==> config.mk <==
export PLATFORM = sky130hd
export DESIGN_NAME = alu_flat
export DESIGN_NICKNAME = d
export VERILOG_FILES = /design/src/rtl/alu_if.sv /design/src/rtl/alu.sv /design/src/flat_wrapper.sv
export SDC_FILE = /design/constraint.sdc
export NUM_CORES = 2
export LEC_CHECK = 0
export BUFFER_PORTS_ARGS = -buffer_cell sky130_fd_sc_hd__buf_2
export CAP_MARGIN = 10
export CORE_UTILIZATION = 25
export CTS_CLUSTER_DIAMETER = 60
export DETAILED_ROUTE_END_ITERATION = 8
export GPL_TIMING_DRIVEN = 0
export PLACE_DENSITY_LB_ADDON = 0.05
export SETUP_SLACK_MARGIN = 0.15
export SYNTH_ARGS = -nofsm -noshare
export SYNTH_HDL_FRONTEND = slang
export SYNTH_SLANG_ARGS = --single-unit
export TNS_END_PERCENT = 20
==> constraint.sdc <==
create_clock -name clk -period 7.6 [get_ports clk]
set_input_delay 0.38 -clock clk [delete_from_list [all_inputs] [get_ports clk]]
set_output_delay 0.38 -clock clk [all_outputs]
set_load 0.03 [all_outputs]
==> src/rtl/alu_if.sv <==
// alu_if: operand/opcode bus into the ALU and registered result/flags back out.
interface alu_if;
  logic [31:0] A;
  logic [31:0] B;
  logic [3:0]  ALU_control;
  logic [3:0]  ALU_flags;
  logic [31:0] outputC;
  modport master (output A, B, ALU_control, input ALU_flags, outputC);
  modport slave  (input A, B, ALU_control, output ALU_flags, outputC);
endinterface

==> src/rtl/alu.sv <==
// alu: 32-bit single-cycle registered ALU producing result and NZCV flags.
module alu (
  input logic clk,
  input logic reset,
  alu_if.slave bus
);
  logic [31:0] r_result;
  logic [3:0]  r_flags;
  logic [31:0] w_r;
  logic        w_c;
  logic        w_v;
  logic [32:0] w_add;
  logic [32:0] w_sub;
  logic [32:0] w_shl;
  logic [32:0] w_shr;
  logic        w_big;
  // add and add-with-carry share one adder; carry-in comes from the registered C flag
  assign w_add = {1'b0, bus.A} + {1'b0, bus.B} + {32'd0, bus.ALU_control == 4'b0111 && r_flags[1]};
  assign w_sub = {1'b0, bus.A} - {1'b0, bus.B};
  assign w_big = |bus.B[31:6] || bus.B[5:0] > 6'd32;
  // the extra bit catches the last bit shifted out, which becomes C
  assign w_shl = {1'b0, bus.A} << bus.B[5:0];
  assign w_shr = {bus.A, 1'b0} >> bus.B[5:0];
  always_comb begin
    w_r = bus.A;
    w_c = 1'b0;
    w_v = 1'b0;
    case (bus.ALU_control)
      4'b0001, 4'b0111: begin
        w_r = w_add[31:0];
        w_c = w_add[32];
        w_v = bus.A[31] == bus.B[31] && w_add[31] != bus.A[31];
      end
      4'b0010: begin
        w_r = w_sub[31:0];
        w_c = ~w_sub[32];
        w_v = bus.A[31] != bus.B[31] && w_sub[31] != bus.A[31];
      end
      4'b0011: w_r = bus.A * bus.B;
      4'b0100: begin
        w_r = bus.B == 32'd0 ? 32'd0 : bus.A / bus.B;
        w_v = bus.B == 32'd0;
      end
      4'b0101: begin
        w_r = w_big ? 32'd0 : w_shl[31:0];
        w_c = !w_big && w_shl[32];
      end
      4'b0110: begin
        w_r = w_big ? 32'd0 : w_shr[32:1];
        w_c = !w_big && w_shr[0];
      end
      default: ;
    endcase
  end
  always_ff @(posedge clk or posedge reset) begin
    if (reset) begin
      r_result <= 32'd0;
      r_flags  <= 4'd0;
    end else if (!bus.ALU_control[3]) begin
      r_result <= w_r;
      r_flags  <= {w_r[31], w_r == 32'd0, w_c, w_v};
    end
  end
  assign bus.outputC   = r_result;
  assign bus.ALU_flags = r_flags;
endmodule

==> src/flat_wrapper.sv <==
// flat-port wrapper written by rule: the top's interface ports become plain ports
module alu_flat 
  (clk, reset, bus_A, bus_B, bus_ALU_control, bus_ALU_flags, bus_outputC);
  alu_if bus_i ();
  input logic clk;
  input logic reset;
  input wire logic [$bits(bus_i.A)-1:0] bus_A;
  input wire logic [$bits(bus_i.B)-1:0] bus_B;
  input wire logic [$bits(bus_i.ALU_control)-1:0] bus_ALU_control;
  output wire logic [$bits(bus_i.ALU_flags)-1:0] bus_ALU_flags;
  output wire logic [$bits(bus_i.outputC)-1:0] bus_outputC;
  assign bus_i.A = bus_A;
  assign bus_i.B = bus_B;
  assign bus_i.ALU_control = bus_ALU_control;
  assign bus_ALU_flags = bus_i.ALU_flags;
  assign bus_outputC = bus_i.outputC;
  alu u_core (.clk(clk), .reset(reset), .bus(bus_i));
endmodule
### Word-level counts from Yosys, hierarchy flattened

Cells that the tools add are included.

| cells by class | value |
|---|---|
| $add $sub $neg | 3 |
| multipliers | 1 |
| divide/modulo/power cells | 1 |
| order comparisons | 1 |
| equality and inequality tests | 11 |
| shift operators | 2 |
| muxes and demuxes | 6 |
| bitwise operators | 1 |
| reductions and logical operators | 11 |

Operators by type and width:

| cell | count |
|---|---|
| one-hot mux 32 bit (6 select lines) | 1 |
| 2-to-1 mux 32 bit | 3 |
| zero test 32 bit | 2 |
| adder 32 x 32 -> 33 bit | 1 |
| adder 33 x 1 -> 33 bit | 1 |
| << shifter 32 x 6 -> 33 bit | 1 |
| right shift 33 x 6 -> 33 bit | 1 |
| subtractor 32 x 32 -> 33 bit | 1 |
| divider 32 x 32 -> 32 bit | 1 |
| multiplier 32 x 32 -> 32 bit | 1 |
| OR reduction 26 bit | 1 |
| == test 4 x 3 -> 1 bit (second input constant) | 4 |
| == test 4 x 2 -> 1 bit (second input constant) | 2 |
| > comparator 6 bit (second input constant) | 1 |
| logical AND 1 bit | 5 |
| == test 4 x 1 -> 1 bit (second input constant) | 1 |
| one-hot mux 1 bit (4 select lines) | 1 |
| != test 1 bit | 3 |
| one-hot mux 1 bit (3 select lines) | 1 |
| OR reduction 2 bit | 1 |
| == test 1 bit | 1 |
| zero test 1 bit | 1 |
| logical OR 1 bit | 1 |
| inverter 1 bit | 1 |

| storage, ports and cells | value |
|---|---|
| register bits after elaboration | 36 |
| input port bits | 70 |
| output and inout port bits | 36 |
| logic and storage cells | 39 |

### Logic depth before layout (Yosys ltp)

| depth | value |
|---|---|
| depth in word-level cells | 6 |
| depth in mapped cells | 336 |
| mapped depth without buffers | 305 |

### Worst setup path after synthesis

No wires, ideal clock.

| path | value |
|---|---|
| path type | in2reg |
| start | input port bus_B[1] |
| end | register u_core.r_flags[2], in the netlist u_core.bus.ALU_flags[2] |
| setup time | 110 ps |
| arrival | 70030 ps |
| required time | 7490 ps |
| setup slack | -62540 ps |
| cell stages on the path | 296 |
| path buffers | 54 |
| cell sequence | clkbuf_1 > inv_1 > clkbuf_1 > clkbuf_1 > clkbuf_1 > buf_1 > buf_1 > ha_1 > or3_1 > and3_1 > o31a_1 > ha_1 > a21oi_1 > and2_1 > nor3_1 > a31oi_1 > o21a_1 > inv_1 > [... 260 more ...] > o21ai_0 > clkbuf_1 > clkbuf_1 > nand2_1 > o21ai_0 > ha_1 > a21oi_1 > a21oi_1 > a2111oi_0 > nor3_1 > o31ai_1 > a31o_2 > o2111ai_1 > o21ai_0 > nand3_1 > nor4b_1 > nand4bb_1 > o41ai_1 |

| on the way | value |
|---|---|
| longest elaborated chain between the ends | 5 |
| elaborated cells on any way between the ends | 15 |
| those cells by class | add/sub (3); mul (1); div (1); order compare (1); shift (2); mux (4); reduce/logical (3) |

RTL lines:

| element | RTL line | text |
|---|---|---|
| from (decl) | flat_wrapper.sv:8 | `input wire logic [$bits(bus_i.B)-1:0] bus_B;` |
| branches (longest 3 deep; another with divider 32 x 32 -> 32 bit) | n/a |  |
| one-hot mux 32 bit (6 select lines) * | alu.sv:28 | `case (bus.ALU_control)` |
| zero test 32 bit * | alu.sv:61 | `r_flags <= {w_r[31], w_r == 32'd0, w_c, w_v};` |
| to (signal assigned) | alu.sv:61 |  |
| to (decl) | alu.sv:8 | `logic [3:0] r_flags;` |

Every way passes the cells marked *.
A chain may end at the register's enable or synchronous reset.

### Final worst setup path

| path | value |
|---|---|
| start | input port bus_A[31] |
| end | register u_core.r_flags[2], in the netlist u_core.bus.ALU_flags[2] |

| on the way | value |
|---|---|
| longest elaborated chain between the ends | 4 |
| elaborated cells on any way between the ends | 12 |
| those cells by class | add/sub (3); mul (1); div (1); shift (2); mux (4); reduce/logical (1) |

RTL lines:

| element | RTL line | text |
|---|---|---|
| from (decl) | flat_wrapper.sv:7 | `input wire logic [$bits(bus_i.A)-1:0] bus_A;` |
| divider 32 x 32 -> 32 bit (tied with other cells) | alu.sv:41 | `w_r = bus.B == 32'd0 ? 32'd0 : bus.A / bus.B;` |
| 2-to-1 mux 32 bit (tied with other cells) | alu.sv:41 |  |
| one-hot mux 32 bit (6 select lines) * | alu.sv:28 |  |
| zero test 32 bit * | alu.sv:61 |  |

Mark *: on every way between the ends. The rest lies on a longest branch, timed or not.

==> results.json <==
{
  "status": "finished, violations left",
  "violations": "setup timing",
  "synth_top_area_cell": "ha_1",
  "drt-initial-drc-count": 5171,
  "root_buffer": "clkbuf_16",
  "die_h_um": 468,
  "start_kind": "primary input",
  "postPlaceCellArea_mm2": 0.0616,
  "rsz0062_at_grt": "true",
  "intPower_uw": 9730,
  "max_freq_mhz": 15.6,
  "grt_pass1_wl_um": 489000,
  "initial_core_util_pct": 25.2,
  "antenna_left": 0,
  "power_density_mw_per_mm2": 327,
  "drc_errors": 0,
  "hold_viol_final": 0,
  "wl_um": 355000,
  "die_w_um": 468,
  "core_area_mm2": 0.215,
  "setup_viol": 33,
  "critPathMaxStageDelay_ns": 1.02,
  "synth_area_leaders": "ha_1 17%, fa_1 15%, nand2_1 7.0%, a21oi_1 5.0%, inv_1 4.8%",
  "synth_xor_area_share_pct": 7.33,
  "grt_max_degree": 36,
  "synth-seq-area-share_pct": 1.61,
  "syn-instance-count": 7614,
  "synth_common_cells": "1008 x nand2_1, 719 x ha_1, 694 x inv_1, 691 x nor2_1, 548 x a21oi_1",
  "htreeDepth": 2,
  "yosysMostFrequentCell": "nand2_1",
  "p_total_uw": 24700,
  "crit_fanout": 10,
  "p_sw_share_pct": 60.7,
  "final.min_clock_period_ns": 63.91,
  "drive_gt1_share_pct": 26.7,
  "clkPwrFrac_pct": 0.8,
  "via_per_inst": 5.59,
  "timing.hold.ws_ns": 0.239,
  "place_congestion": 0.999,
  "slew_headroom_pct": 1.35,
  "crit_required_ns": 7.78,
  "ios": 106,
  "synthMuxAreaShare_pct": 4.26,
  "layout_worst_path_cycle_share_pct": 841,
  "dieArea_mm2": 0.219,
  "synth.avg_cell_area_um2": 7.14,
  "synth_compound_area_share_pct": 25.7,
  "worst_clock_skew_ns": 0.00397,
  "cts_buffers": 5,
  "areaGrowthSynthToFinish_pct": 39.3,
  "cpMostUsedCell": "ha_4",
  "synth_top_area_share_pct": 16.6,
  "grt_overflow": 0,
  "cap_violations": 0,
  "power_switching_uw": 15000,
  "io_buffers": 103,
  "clk_path_buf_depth": 2,
  "finalInstanceArea_mm2": 0.0757,
  "wl_per_cell_um": 31.2,
  "worstMarginPinSlew_ns": 1.48,
  "endpoint_kind": "flip-flop",
  "yosysWarnings": 0,
  "slew_violations": 0,
  "critPathKind": "in -> reg",
  "drtPass1Iterations": 5,
  "rows": 170,
  "ys.flop_type": "dfrtp_1",
  "synth_fa_ha_area_share_pct": 31.7,
  "hold_class": "in -> async",
  "cpMaxStageDelayCell": "clkbuf_1",
  "synth_top_family_by_area": "adder cells",
  "fin_ws_ns": -56.31,
  "ys_ff_latch": 35,
  "power_frac_comb_pct": 98.1,
  "antenna_found_initial": 34,
  "ys_types": 111,
  "cts_tree": "built",
  "async_flop_share_pct": 100,
  "syn-num-nets": 8814,
  "final_nets": 9719,
  "grt_pass1_vias": 62800,
  "yosys.area_share.simple_pct": 22.0,
  "clock_latency_ns": 0.28,
  "syn-cell-area_mm2": 0.0543,
  "synth_edf_count": 0,
  "clkTransAtPathRegs_ns": 0.06,
  "cp.arrival_ns": 64.09,
  "grtUsageTotal_pct": 31.3,
  "p_seq_share_pct": 1.1,
  "routed-via-count": 63500,
  "p_leak_uw": 0.0330,
  "irDropWorstVdd_mv": 1.03,
  "cts.sinks": 35,
  "hpwl_um": 284000
}
registers in the layout (all words and copies together) (netlist names):
signal,count
u_core.bus.ALU_flags,4
u_core.bus.outputC,31
power by group through the flow:
stage	combinational [µW]	sequential [µW]	clock [µW]
2_1_floorplan	15100	373	0
3_3_place_gp	22600	276	0
3_5_place_dp	22600	277	0
4_1_cts	23600	275	204
5_1_grt	26300	279	214
6_report	24200	274	200
cells by family after synthesis:
kind of cell / count (synthesis)
buffers and inverters: 1057
adders and majority gates: 1130
and+or+nand+nor: 2621
xor gates and xnor gates: 455
DFF: 35
muxes: 206
AOI/OAI and AO/OA: 2110
critical path, delay by kind of cell:
family,cells,cell delay (ns)
buf+inv,67,10.81
compound gates,128,27.93
simple gates,80,13.83
xor+xnor,1,0.38
mux,7,2.04
fa+ha+maj,31,8.44
per-layer routing:
metal | global-route usage (%) | share of wire [%]
met1 | 42.0 | 44
met2 | 51.9 | 46
met3 | 2.47 | 5.3
met4 | 11.8 | 4.8
met5 | 0 | 0.038
cells in the final DEF (no fill, tap or decap), types with 46 or more instances in the layout:
cell and n:
nand2_1 950, clkbuf_16 54, or3_1 57, o211ai_1 76, ha_1 552, buf_6 51
nor3_1 129, nand2b_1 67, o21a_1 104, a21o_1 143, nor2_1 615, mux2i_1 79
a31oi_1 81, a21oi_1 415, nor2b_1 50, xor2_1 183, ha_4 142, mux2_2 87
inv_1 664, o21ai_0 300, a21oi_4 51, buf_4 674, nand3_1 109, clkbuf_1 159
o21bai_1 50, and2_1 95, a211oi_1 54, nand4_1 66, xnor2_1 268, a21oi_2 85
buf_12 65, buf_2 105, o21ai_2 46, fa_1 411
final cells by class:
cell class                      count  area [µm²]
Antenna cell                       12        30.0
Buffer                            358        3330
Clock buffer                        6         129
Clock inverter                      2        12.5
Fill cell                       23000      140000
Inverter                          698        2660
Multi-Input combinational cell   6522       57300
Sequential cell                    35         876
Tap cell                         2838        3550
Timing Repair Buffer              899        7810
repair_timing:
| item | 4_1_cts | 5_1_grt |
|---|---|---|
| hold buffers | 0 | 0 |
| setup endpoints to repair | 33 | 33 |
| cloned | 17 | 1 |
| pin swaps | 419 | 251 |
| gates resized for setup | 1141 | 338 |
| endpoints found under the hold margin | 0 | 0 |
| buffers inserted | 578 | 162 |
path summary, 6_finish.rpt:
check,from,end,slack (ns),depth (start not counted)
setup / recovery,bus_A[31],u_core.bus.ALU_flags[2]$_DFFE_PP0N_,-56.31,314
hold / removal,reset,u_core.bus.outputC[3]$_DFFE_PP0N_,0.24,2
setup reg to reg,u_core.bus.ALU_flags[1]$_DFFE_PP0N_,u_core.bus.ALU_flags[2]$_DFFE_PP0N_,1.26,17
hold reg to reg,u_core.bus.outputC[19]$_DFFE_PP0N_,u_core.bus.outputC[19]$_DFFE_PP0N_,0.48,2
max in group asynchronous,reset,u_core.bus.outputC[8]$_DFFE_PP0N_,6.86,2
min in group clk,u_core.bus.outputC[19]$_DFFE_PP0N_,u_core.bus.outputC[19]$_DFFE_PP0N_,0.48,2
metrics by stage:
step	instances	util, %	TNS, ns	setup WS [ns]
after global placement	10600	28.3	-1147.87	-81.32
after floorplan	7614	-	-671.63	-50.06
final	11400	35.1	-777.01	-56.31
after CTS	11200	33.7	-771.45	-56.18
after global routing	11400	35.1	-806.40	-58.18
after detailed placement	10600	28.6	-1101.13	-79.54
Power figures use the tool's default switching activity.
